File: config.mk
export PLATFORM = sky130hd
export DESIGN_NAME = stepper_move_sequencer_flat
export DESIGN_NICKNAME = d
export VERILOG_FILES = /design/src/rtl/constants.sv /design/src/rtl/stepper_move_sequencer_if.sv /design/src/rtl/cycle_timer.sv /design/src/rtl/stepper_move_sequencer.sv /design/src/flat_wrapper.sv
export SDC_FILE = /design/constraint.sdc
export NUM_CORES = 1
export LEC_CHECK = 0
export CAP_MARGIN = 0
export CORE_MARGIN = 1.5
export CORE_UTILIZATION = 40
export DETAILED_ROUTE_END_ITERATION = 6
export PLACE_DENSITY_LB_ADDON = 0.12
export SYNTH_ARGS = -nofsm -noshare
export SYNTH_HDL_FRONTEND = slang
export SYNTH_SLANG_ARGS = --single-unit
File: constraint.sdc
create_clock -name clk_i -period 3.3 [get_ports clk_i]
set_input_delay 0.66 -clock clk_i [delete_from_list [all_inputs] [get_ports clk_i]]
set_output_delay 0.66 -clock clk_i [all_outputs]
set_load 0.005 [all_outputs]
File: src/rtl/constants.sv
// Shared constants and FSM state encoding for the stepper move sequencer.
package constants;

    localparam int STEPPER_PULSE_WIDTH = 256;
    localparam int STEPPER_DIR_SETUP   = 64;

    typedef enum logic [2:0] {
        ST_IDLE,
        ST_SETUP,
        ST_PULSE,
        ST_GAP,
        ST_FINISH
    } state_t;

endpackage

File: src/rtl/stepper_move_sequencer_if.sv
// Move request / motor driver signal bundle between a controller and the sequencer.
// Handshake: start_i is a single-cycle request accepted only while busy_o=0 and the
// sequencer is idle; done_o is a single-cycle completion strobe; no backpressure.
interface stepper_move_sequencer_if #(
    parameter int g_CountBits = 16
);
    import constants::*;

    logic                   start_i;
    logic                   abort_i;
    logic                   fail_i;
    logic [g_CountBits-1:0] steps_i;
    logic [g_CountBits-1:0] period_i;
    logic                   dir_i;
    logic                   step_o;
    logic                   dir_o;
    logic                   busy_o;
    logic                   done_o;
    logic                   error_o;
    logic [g_CountBits-1:0] steps_done_o;
    state_t                 state_o;

    modport master (
        output start_i, abort_i, fail_i, steps_i, period_i, dir_i,
        input  step_o, dir_o, busy_o, done_o, error_o, steps_done_o, state_o
    );

    modport slave (
        input  start_i, abort_i, fail_i, steps_i, period_i, dir_i,
        output step_o, dir_o, busy_o, done_o, error_o, steps_done_o, state_o
    );

endinterface

File: src/rtl/cycle_timer.sv
// Loadable down-counter; expire_o flags the last cycle of a loaded interval.
module cycle_timer #(
    parameter int g_Width = 16
) (
    input  logic               clk_i,
    input  logic               rstn_i,
    input  logic               load_i,
    input  logic [g_Width-1:0] value_i,
    output logic               expire_o
);

    logic [g_Width-1:0] count_q;
    logic [g_Width-1:0] count_d;

    always_comb begin
        count_d = count_q;
        if (load_i) begin
            count_d = value_i;
        end else if (count_q != '0) begin
            count_d = count_q - 1'b1;
        end
    end

    always_ff @(posedge clk_i) begin
        if (!rstn_i) begin
            count_q <= '0;
        end else begin
            count_q <= count_d;
        end
    end

    // A load of 0 or 1 both give a one-cycle interval.
    assign expire_o = (count_q <= g_Width'(1));

endmodule

File: src/rtl/stepper_move_sequencer.sv
// Issues a counted train of fixed-width step pulses after a direction setup time,
// with abort/fault handling that never truncates a pulse in flight.
module stepper_move_sequencer
    import constants::*;
#(
    parameter int g_PulseWidth = STEPPER_PULSE_WIDTH,
    parameter int g_DirSetup   = STEPPER_DIR_SETUP,
    parameter int g_CountBits  = 16
) (
    input  logic                 clk_i,
    input  logic                 rstn_i,
    stepper_move_sequencer_if.slave bus
);

    localparam logic [g_CountBits-1:0] PulseCnt  = g_CountBits'(g_PulseWidth);
    localparam logic [g_CountBits-1:0] SetupCnt  = g_CountBits'(g_DirSetup);
    localparam logic [g_CountBits-1:0] MinPeriod = g_CountBits'(g_PulseWidth + 1);

    state_t                 state_q, state_d;
    logic [g_CountBits-1:0] steps_q, steps_d;
    logic [g_CountBits-1:0] period_q, period_d;
    logic [g_CountBits-1:0] cnt_q, cnt_d;
    logic                   dir_q, dir_d;
    logic                   step_q, step_d;
    logic                   busy_q, busy_d;
    logic                   done_q, done_d;
    logic                   error_q, error_d;
    logic                   stop_q, stop_d;
    logic                   fail_q, fail_d;

    logic                   tmr_load;
    logic [g_CountBits-1:0] tmr_value;
    logic                   tmr_expire;
    logic                   finish;
    logic                   finish_fail;

    cycle_timer #(.g_Width(g_CountBits)) u_timer (
        .clk_i    (clk_i),
        .rstn_i   (rstn_i),
        .load_i   (tmr_load),
        .value_i  (tmr_value),
        .expire_o (tmr_expire)
    );

    always_comb begin
        state_d     = state_q;
        steps_d     = steps_q;
        period_d    = period_q;
        cnt_d       = cnt_q;
        dir_d       = dir_q;
        step_d      = step_q;
        busy_d      = busy_q;
        done_d      = 1'b0;
        error_d     = error_q;
        stop_d      = stop_q;
        fail_d      = fail_q;
        tmr_load    = 1'b0;
        tmr_value   = '0;
        finish      = 1'b0;
        finish_fail = 1'b0;

        case (state_q)
            ST_IDLE: begin
                if (bus.start_i) begin
                    steps_d   = bus.steps_i;
                    period_d  = (bus.period_i < MinPeriod) ? MinPeriod : bus.period_i;
                    dir_d     = bus.dir_i;
                    cnt_d     = '0;
                    error_d   = 1'b0;
                    busy_d    = 1'b1;
                    // A fault already present at the request ends the move in SETUP.
                    stop_d    = bus.fail_i;
                    fail_d    = bus.fail_i;
                    state_d   = ST_SETUP;
                    tmr_load  = 1'b1;
                    tmr_value = SetupCnt;
                end
            end
            ST_SETUP: begin
                if (steps_q == '0 || stop_q || bus.abort_i || bus.fail_i) begin
                    finish      = 1'b1;
                    finish_fail = fail_q | bus.fail_i;
                end else if (tmr_expire) begin
                    state_d   = ST_PULSE;
                    step_d    = 1'b1;
                    tmr_load  = 1'b1;
                    tmr_value = PulseCnt;
                end
            end
            ST_PULSE: begin
                // Stop requests are remembered until the pulse has run its full width.
                stop_d = stop_q | bus.abort_i | bus.fail_i;
                fail_d = fail_q | bus.fail_i;
                if (tmr_expire) begin
                    step_d = 1'b0;
                    cnt_d  = cnt_q + 1'b1;
                    if (stop_d) begin
                        finish      = 1'b1;
                        finish_fail = fail_d;
                    end else begin
                        state_d   = ST_GAP;
                        tmr_load  = 1'b1;
                        tmr_value = period_q - PulseCnt;
                    end
                end
            end
            ST_GAP: begin
                if (bus.abort_i || bus.fail_i) begin
                    finish      = 1'b1;
                    finish_fail = bus.fail_i;
                end else if (tmr_expire) begin
                    if (cnt_q < steps_q) begin
                        state_d   = ST_PULSE;
                        step_d    = 1'b1;
                        tmr_load  = 1'b1;
                        tmr_value = PulseCnt;
                    end else begin
                        finish = 1'b1;
                    end
                end
            end
            ST_FINISH: begin
                state_d = ST_IDLE;
            end
            default: begin
                state_d = ST_IDLE;
            end
        endcase

        if (finish) begin
            state_d = ST_FINISH;
            busy_d  = 1'b0;
            done_d  = 1'b1;
            if (finish_fail) begin
                error_d = 1'b1;
            end
        end
    end

    always_ff @(posedge clk_i) begin
        if (!rstn_i) begin
            state_q  <= ST_IDLE;
            steps_q  <= '0;
            period_q <= '0;
            cnt_q    <= '0;
            dir_q    <= 1'b0;
            step_q   <= 1'b0;
            busy_q   <= 1'b0;
            done_q   <= 1'b0;
            error_q  <= 1'b0;
            stop_q   <= 1'b0;
            fail_q   <= 1'b0;
        end else begin
            state_q  <= state_d;
            steps_q  <= steps_d;
            period_q <= period_d;
            cnt_q    <= cnt_d;
            dir_q    <= dir_d;
            step_q   <= step_d;
            busy_q   <= busy_d;
            done_q   <= done_d;
            error_q  <= error_d;
            stop_q   <= stop_d;
            fail_q   <= fail_d;
        end
    end

    assign bus.step_o       = step_q;
    assign bus.dir_o        = dir_q;
    assign bus.busy_o       = busy_q;
    assign bus.done_o       = done_q;
    assign bus.error_o      = error_q;
    assign bus.steps_done_o = cnt_q;
    assign bus.state_o      = state_q;

endmodule

File: src/flat_wrapper.sv
// flat-port wrapper written by rule: the top's interface ports become plain ports
module stepper_move_sequencer_flat import constants::*;
#(
    parameter int g_PulseWidth = STEPPER_PULSE_WIDTH,
    parameter int g_DirSetup   = STEPPER_DIR_SETUP,
    parameter int g_CountBits  = 16
)
  (clk_i, rstn_i, bus_start_i, bus_abort_i, bus_fail_i, bus_steps_i, bus_period_i, bus_dir_i, bus_step_o, bus_dir_o, bus_busy_o, bus_done_o, bus_error_o, bus_steps_done_o, bus_state_o);
  stepper_move_sequencer_if #(.g_CountBits(g_CountBits)) bus_i ();
  input  logic clk_i;
  input  logic rstn_i;
  input wire logic [$bits(bus_i.start_i)-1:0] bus_start_i;
  input wire logic [$bits(bus_i.abort_i)-1:0] bus_abort_i;
  input wire logic [$bits(bus_i.fail_i)-1:0] bus_fail_i;
  input wire logic [$bits(bus_i.steps_i)-1:0] bus_steps_i;
  input wire logic [$bits(bus_i.period_i)-1:0] bus_period_i;
  input wire logic [$bits(bus_i.dir_i)-1:0] bus_dir_i;
  output wire logic [$bits(bus_i.step_o)-1:0] bus_step_o;
  output wire logic [$bits(bus_i.dir_o)-1:0] bus_dir_o;
  output wire logic [$bits(bus_i.busy_o)-1:0] bus_busy_o;
  output wire logic [$bits(bus_i.done_o)-1:0] bus_done_o;
  output wire logic [$bits(bus_i.error_o)-1:0] bus_error_o;
  output wire logic [$bits(bus_i.steps_done_o)-1:0] bus_steps_done_o;
  output wire logic [$bits(bus_i.state_o)-1:0] bus_state_o;
  assign bus_i.start_i = bus_start_i;
  assign bus_i.abort_i = bus_abort_i;
  assign bus_i.fail_i = bus_fail_i;
  assign bus_i.steps_i = bus_steps_i;
  assign bus_i.period_i = bus_period_i;
  assign bus_i.dir_i = bus_dir_i;
  assign bus_step_o = bus_i.step_o;
  assign bus_dir_o = bus_i.dir_o;
  assign bus_busy_o = bus_i.busy_o;
  assign bus_done_o = bus_i.done_o;
  assign bus_error_o = bus_i.error_o;
  assign bus_steps_done_o = bus_i.steps_done_o;
  assign bus_state_o = bus_i.state_o;
  stepper_move_sequencer #(.g_PulseWidth(g_PulseWidth), .g_DirSetup(g_DirSetup), .g_CountBits(g_CountBits)) u_core (.clk_i(clk_i), .rstn_i(rstn_i), .bus(bus_i));
endmodule
After elaboration in Yosys (flattened, before gate mapping)
Index checks and enable logic that the tools add are counted. W data, S select, Z words.

Magnitude comparators: 3. Eq/ne operators: 19. $add $sub $neg: 3. Multiplexer cells: 61. Bitwise operators: 4. Reduce and logical (&&, ||, !) cells: 17.

Operators with widths (number): $mux W16 (10); $pmux W16 S4 (1); $pmux W16 S2 (1); $mux W1 (30); $mux W3 (9); $mux W9 (2); $add A16 B1 Y16 const B (1); $le A16 B1 Y1 const B (1); $logic_not A16 Y1 (1); $lt A16 B16 Y1 (1); $lt A16 B9 Y1 const B (1); $reduce_and A8 Y1 (2); $reduce_bool A16 Y1 (1); $sub A16 B1 Y16 const B (1); $sub A16 B9 Y16 const B (1); $ne A3 B1 Y1 const B (4); $ne A3 B2 Y1 const B (4); $pmux W3 S4 (1); $pmux W1 S3 (3); $ne A2 B1 Y1 const B (4); $ne A2 B2 Y1 const B (4); $mux W7 (1); $reduce_and A7 Y1 (1); $eq A3 B2 Y1 const B (2); other kinds (12) (20).

Logic and storage cells: 120. Input port bits: 38. Bits in registers: 74. Output and inout port bits: 24.

Longest topological paths before layout
Gate-level depths: netlist (run 1).

Depth after elaboration: 8. Depth in mapped cells: 10. Depth with buffers taken out: 9.

By module
A second synthesis (run 1) with hierarchy kept.

Cell total of the unflattened synthesis: 481. Area total of the unflattened synthesis: 3876.2 µm².

Modules (own cells, without submodules): stepper_move_sequencer (area an instance 2891.5 µm², times used 1, sequential area each 1161.1 µm², cells an instance 357); cycle_timer (area an instance 984.7 µm², times used 1, sequential area each 320.3 µm², cells an instance 124).

Worst setup path before layout (run 1)
No wires, ideal clock.

Path type: reg2reg. Start: register u_core.u_timer.count_q[2]. End: register u_core.cnt_q[6] (netlist: u_core.bus.steps_done_o[6]). Period minus slack after synthesis: 2.502 ns. Arrival: 2.432 ns. Cell stages (with the launch flop): 8. Setup slack: 0.798 ns. Path buffers: 0. Library setup time: 0.070 ns. Data required time: 3.230 ns. Cell sequence: dfxtp_1 -> or4_4 -> or4_4 -> or3_4 -> a21boi_4 -> nand2_2 -> or3_1 -> a21oi_1.

Cells in the longest elaborated chain, start to end: 3.

Ends and longest elaborated chain: start: declaration (line cycle_timer.sv:12) `logic [g_Width-1:0] count_q;`; start signal: assignment (line cycle_timer.sv:28) `count_q <= count_d;`; $le A16 B1 Y1 (line cycle_timer.sv:33) `assign expire_o = (count_q <= g_Width'(1));`; $ne A2 B1 Y1 (no line); $reduce_and A3 Y1 (no line); end signal: assignment (line stepper_move_sequencer.sv:157) `cnt_q <= cnt_d;`; end: declaration (line stepper_move_sequencer.sv:22) `logic [g_CountBits-1:0] cnt_q, cnt_d;`.

No other way between the ends. A chain may end at the register's enable or synchronous reset.

Worst setup path in the final report (run 1)
Start: register u_core.u_timer.count_q[9]. End: register u_core.u_timer.count_q[1].

Cells in the longest elaborated chain, start to end: 5. Elaborated cells on any way between the ends: 14. Classes of those cells: 1 x order compare; 11 x mux; 2 x reduce/logical.

Ends and longest elaborated chain: $le A16 B1 Y1 (line cycle_timer.sv:33); $mux W16, or another cell as far along (line stepper_move_sequencer.sv:111) `end else if (tmr_expire) begin`; $mux W16, or another cell as far along (line stepper_move_sequencer.sv:108) `if (bus.abort_i || bus.fail_i) begin`; $pmux W16 S4 or $pmux W1 S4 (tied branches) (line stepper_move_sequencer.sv:62) `case (state_q)`; $mux W16 or $reduce_bool A2 Y1 (tied branches).

Parallel ways exist; a longest one is shown, timed or not.

==> reports/qor.yml, run 1 <==
run_status:
  status: "completed"
timing:
  max_freq_mhz: 358
  period_minus_slack_ps: 2790
  final_hold_viol_count: 0
  maxSlewViolCount: 0
  worst_pin_slew_ps: 686
  finalSetupViolCount: 0
  fin_crit_sh_pct: 84.6
  rsz0062_at_grt: "false"
  slew_headroom_pct: 54.1
  fin_setup_tns_ps: 0
  fin_skew_ps: 13.4
placed_design:
  place.port_buffers: 61
  dp_cells: 621
  routabilityCongestion: 0.854
  place_area_mm2: 0.00450
  dp_hpwl_um: 7260
critical_path:
  crit_fanout: 8
  cp_slowest_stage_delay_ps: 570
  worst_ep_required_time_ps: 3560
  crit_family: "simple AND/OR/NAND/NOR gates"
  cpMaxStageDelayCell: "or4_4"
  critPathLaunch: "u_core.u_timer.count_q[9]"
  arrival_ps: 3060
  worstSetupEndpointType: "register"
  r2r_setup_slack_ps: 510
  r2r_end: "u_core.u_timer.count_q[1]"
  worstPathBufferInverterCount: 0
  worstSetupStartpointType: "register"
  path_cells: "or4_4 > or3_4 > nor4_4 > o21ai_0 > nor2_1 > a22oi_1 > a211oi_1"
  r2r_start: "u_core.u_timer.count_q[9]"
  reg2reg_depth: 7
  path_class: "reg2reg"
clock_network:
  cts_buffers: 9
  cts_sinks: 74
  root_buffer: "clkbuf_8"
  cts_hold_buf: 0
  cts.repair.resized: 0
  clk_latency_ps: 350
  clk_path_buf_depth: 2
  htreeDepth: 3
  cts_setup_buffers: 0
  cts_tree: "built"
  clkTransAtPathRegs_ps: 80
final_layout:
  fin_nets: 579
  layout_common_cells: "nand2_1 (78), dfxtp_1 (74), clkdlybuf4s50_1 (61)"
  layout_commonest_cell: "nand2_1"
  layout-drive-gt1-share_pct: 5.90
  layout.cells.non_filler: 636
  final_area_mm2: 0.00474
  fin_util_pct: 51.5
  diodes: 0
  areaGrowthSynthToFinish_pct: 25.9
route:
  vias: 3426
  wl_per_cell_um: 14.9
  viasPerCell: 5.39
  drt_iter0_markers: 131
  wl_um: 9500
  dr.pass1.iters: 4
  ant_nets: 0
  drc: 0
global_route:
  antenna_found_initial: 0
  grt_pass1_wl_um: 16100
  gr-total-overflow: 0
  grt_pass1_vias: 3389
  grt_max_degree: 34
  track_usage_pct: 20.4
power_and_ir_drop:
  seqPwrFrac_pct: 38.3
  leakagePower_nw: 1.81
  powerDensity_mw_per_mm2: 615
  design_power_total_mw: 2.92
  p_int_mw: 1.93
  power_frac_comb_pct: 32.9
  vdd.ir_drop.worst_v: 0.000247
  switchingPower_mw: 0.985
  clockPowerShare_pct: 28.8
  switching_share_pct: 33.8
job:
  maxCapViolCount: 0
floorplan:
  rows: 35
  die_width_um: 100
  start_util_pct: 40.9
  die-area_mm2: 0.0100
  die_h_um: 100
  coreArea_mm2: 0.00920
  ios: 62
synthesis:
  ys_types: 50
  synth_area_mm2: 0.00376
  synth_nets: 515
  postSynthCellCount: 457
  yosys.area.top_type: "dfxtp_1"
  seq_area_frac_synth_pct: 39.4
  synth-main-ff-cell: "dfxtp_1"
  yosys.area.top_type_share_pct: 39.4
  synthTopCellsByArea: "dfxtp_1 (39%), nand2_1 (7.8%), ha_1 (6.7%)"
  syn_avg_cell_area_um2: 8.23
  ys_ff_latch: 74
  synth_edf_count: 0
  yosysWarnings: 0
  async_flop_share_pct: 0
min_path:
  hold_path.class: "reg2reg"
  hold_depth: 2
  hp-start: "u_core.bus.dir_o"
  hold_path_end: "u_core.bus.dir_o"
==> synthesized netlist by cell type (all sizes together) (2+ instances only) <==
cell type and n:
nand3 12, nand2b 2, inv 22, a22o 9, nor3b 4, clkbuf 12
o22ai 3, nand2 79, a31oi 3, nor2b 4, nor2 38, o21ai 19
a22oi 6, or4 6, o31a 2, ha 20, dfxtp 74, or3 5
nand4 10, o211ai 3, a211oi 5, and2 5, xor2 23, nor4 11
a311oi 3, a21boi 2, o21a 2, nor3 15, a21oi 30, xnor2 9
and3 5
==> worst max-delay path by stage <==
stage	end	slack, ps	cells after the start
3_5_place_dp	u_core.bus.state_o[0]	350	7
6_report	u_core.u_timer.count_q[1]	510	7
4_1_cts	u_core.u_timer.count_q[1]	470	7
2_1_floorplan	u_core.bus.steps_done_o[6]	800	7
3_3_place_gp	u_core.bus.state_o[1]	450	7
5_1_grt	u_core.u_timer.count_q[2]	210	9
==> cell families after synthesis <==
family                     count (synthesis)  share of synthesized area, %
AOI/OAI and AO/OA                         94                          16.4
buffers and inverters                     35                          3.49
adders and majority gates                 20                          6.65
DFF                                       74                          39.4
and+or+nand+nor                          202                          26.6
xor gates and xnor gates                  32                          7.45
==> layer usage <==
metal  share of wire [%]  up-vias  global-route usage (%)
met4                 1.8        0                    7.48
met1                  50     1582                    27.3
met5                   0        -                       0
li1                    -     1753                       -
met3                 4.1       14                    2.99
met2                  44       77                    33.5
==> power by group through the flow <==
stage | logic, mW | clock network (mW) | registers [mW]
finish | 0.959 | 0.840 | 1.12
global route | 1.08 | 0.900 | 1.13
CTS | 0.964 | 0.859 | 1.11
detailed placement | 0.955 | 0 | 1.14
global placement | 0.944 | 0 | 1.13
floorplan | 0.712 | 0 | 1.10
==> stage by stage <==
step           hold slack (ps)  setup slack (ps)
2_1_floorplan              425               798
3_3_place_gp               444               451
3_5_place_dp               452               345
4_1_cts                    463               474
5_1_grt                    494               208
6_report                   466               508
==> flip-flops by register name, indices dropped and copies added (netlist names) <==
name                     count
u_core.bus.steps_done_o     16
u_core.period_q             16
u_core.steps_q              16
u_core.u_timer.count_q      16
u_core.bus.state_o           3
u_core.bus.busy_o            1
u_core.bus.dir_o             1
u_core.bus.done_o            1
u_core.bus.error_o           1
u_core.bus.step_o            1
u_core.fail_q                1
u_core.stop_q                1
==> area by class of cell <==
class	instances	area, um^2
Inverter	22	82.6
Timing Repair Buffer	66	648
Multi-Input combinational cell	348	2150
Clock inverter	6	114
Tap cell	111	139
Sequential cell	74	1480
Clock buffer	9	124
Fill cell	915	4460
==> worst reg2reg max path, cell delays in order, from the launching register on <==
cell and delay [ps]:
dfxtp_1 350, or4_4 570, or3_4 380, nor4_4 330, o21ai_0 170, nor2_1 500, a22oi_1 180, a211oi_1 240
Power figures use the tool's default switching activity.
==> inputs of run 2 (changes only) <==
==> constraint.sdc (replaced) <==
create_clock -name clk_i -period 2.4 [get_ports clk_i]
set_input_delay 0.48 -clock clk_i [delete_from_list [all_inputs] [get_ports clk_i]]
set_output_delay 0.48 -clock clk_i [all_outputs]
set_load 0.005 [all_outputs]
==> reports/qor.yml, run 2 (synthesis results as in run 1) <==
run_status:
  status: "finished with violations"
  violations: "setup timing"
timing:
  period_minus_slack_ps: 2480
  worst_slack_ps: -79.0
  fin_crit_sh_pct: 103
  fin_skew_ps: 14.1
  finalSetupViolCount: 7
  max_freq_mhz: 403
  maxSlewViolCount: 0
  worst_pin_slew_ps: 646
  final_hold_viol_count: 0
  holdWs_ps: 465
  rsz0062_at_grt: "true"
  slew_headroom_pct: 56.8
clock_network:
  root_buffer: "clkbuf_8"
  cts_sinks: 74
  cts_buffers: 9
  clk_path_buf_depth: 2
  cts_tree: "built"
  clk_latency_ps: 360
  clkTransAtPathRegs_ps: 80
  htreeDepth: 3
final_layout:
  fin_util_pct: 58.3
  diodes: 0
  layout_common_cells: "nand2_1 (78), buf_4 (76), dfxtp_1 (72)"
  fin_nets: 652
  layout-drive-gt1-share_pct: 19.7
  layout_commonest_cell: "nand2_1"
  areaGrowthSynthToFinish_pct: 42.4
  final_area_mm2: 0.00536
floorplan:
  start_util_pct: 40.9
  die-area_mm2: 0.0100
  die_h_um: 100
  rows: 35
  die_width_um: 100
  coreArea_mm2: 0.00920
  ios: 62
critical_path:
  path_cells: "or4_4 > or4_4 > or3_4 > a21boi_4 > nand2_2 > or3_1 > a21oi_1"
  r2r_setup_slack_ps: -80
  worstSetupStartpointType: "register"
  worstPathBufferInverterCount: 0
  crit_fanout: 5
  cp_slowest_stage_delay_ps: 530
  r2r_start: "u_core.u_timer.count_q[2]"
  worst_ep_required_time_ps: 2690
  r2r_end: "u_core.bus.steps_done_o[10]"
  critPathLaunch: "u_core.u_timer.count_q[2]"
  reg2reg_depth: 7
  critPathMostFrequentCell: "or4_4"
  cpMaxStageDelayCell: "or4_4"
  worstSetupEndpointType: "register"
  arrival_ps: 2760
  path_class: "reg2reg"
  crit_family: "simple AND/OR/NAND/NOR gates"
placed_design:
  dp_hpwl_um: 7820
  place_area_mm2: 0.00506
  routabilityCongestion: 0.907
  place_ws_ps: -95.3
  place.port_buffers: 61
global_route:
  grt_pass1_wl_um: 17000
  track_usage_pct: 21.6
  antenna_found_initial: 0
  gr-total-overflow: 0
  grt_max_degree: 34
  grt_pass1_vias: 3568
min_path:
  hold_path_end: "u_core.bus.dir_o"
  hold_depth: 2
  hold_path.class: "reg2reg"
  hp-start: "u_core.bus.dir_o"
route:
  drt_iter0_markers: 113
  vias: 3667
  wl_um: 10100
  viasPerCell: 5.16
  dr.pass1.iters: 4
  ant_nets: 0
  drc: 0
  wl_per_cell_um: 14.3
power_and_ir_drop:
  vdd.ir_drop.worst_v: 0.000351
  leakagePower_nw: 2.21
  design_power_total_mw: 4.24
  powerDensity_mw_per_mm2: 791
job:
  maxCapViolCount: 0
run 2: changes by cell type in the layout (fill, tap and decap cells not counted), sizes merged:
cell and delta:
inv -1, clkinv +3, clkinvlp -1, clkbuf +1, bufinv -1, buf +73
run 2: timing repair:
| action | CTS | global route |
|---|---|---|
| endpoints found under the setup margin | 30 | 33 |
| pin swaps | 0 | 4 |
| hold buffers | 0 | 0 |
| gates resized for setup | 5 | 14 |
| buffers inserted | 0 | 1 |
run 2: power by group:
part           leakage, nW  internal [mW]  switching (mW)  total (mW)
Combinational         1.49          0.811           0.823        1.63
Clock                0.112          0.615           0.483        1.10
Sequential           0.605           1.38           0.126        1.51
Total                 2.21           2.81            1.43        4.24
run 2: routing by layer:
layer | routed length (um) | track usage (%)
met1 | 5060 | 29.5
met2 | 4470 | 34.6
met3 | 471 | 4.11
met4 | 126 | 6.72
met5 | 0 | 0
run 2: tightest hold or removal path, delay by kind of cell (launching register included):
family / cells / cell delay, ps
DFF: 1 / 320
and+or+nand+nor: 1 / 50
AOI/OAI and AO/OA: 1 / 50
run 2: worst max path at each step:
| stage | to | cells after the start | slack [ps] |
|---|---|---|---|
| after floorplan | u_core.bus.steps_done_o[6] | 7 | -70 |
| after global placement | u_core.period_q[2] | 6 | -70 |
| after detailed placement | u_core.u_timer.count_q[14] | 9 | -100 |
| after CTS | u_core.bus.steps_done_o[6] | 7 | -80 |
| after global routing | u_core.bus.steps_done_o[14] | 8 | -160 |
| final | u_core.bus.steps_done_o[10] | 7 | -80 |
run 2: stage by stage:
step,TNS (ps),instances
6_report,-278,710
3_5_place_dp,-1510,693
5_1_grt,-1900,710
4_1_cts,-495,709
2_1_floorplan,-167,457
3_3_place_gp,-1080,693
run 2: area by class of cell:
class,instances,area [um^2]
tap,111,139
inverter,22,82.6
sequential,74,1480
multi-input combinational,348,2210
fill,861,3840
clock buffer,10,138
clock inverter,6,90.1
timing repair buffer,139,1210
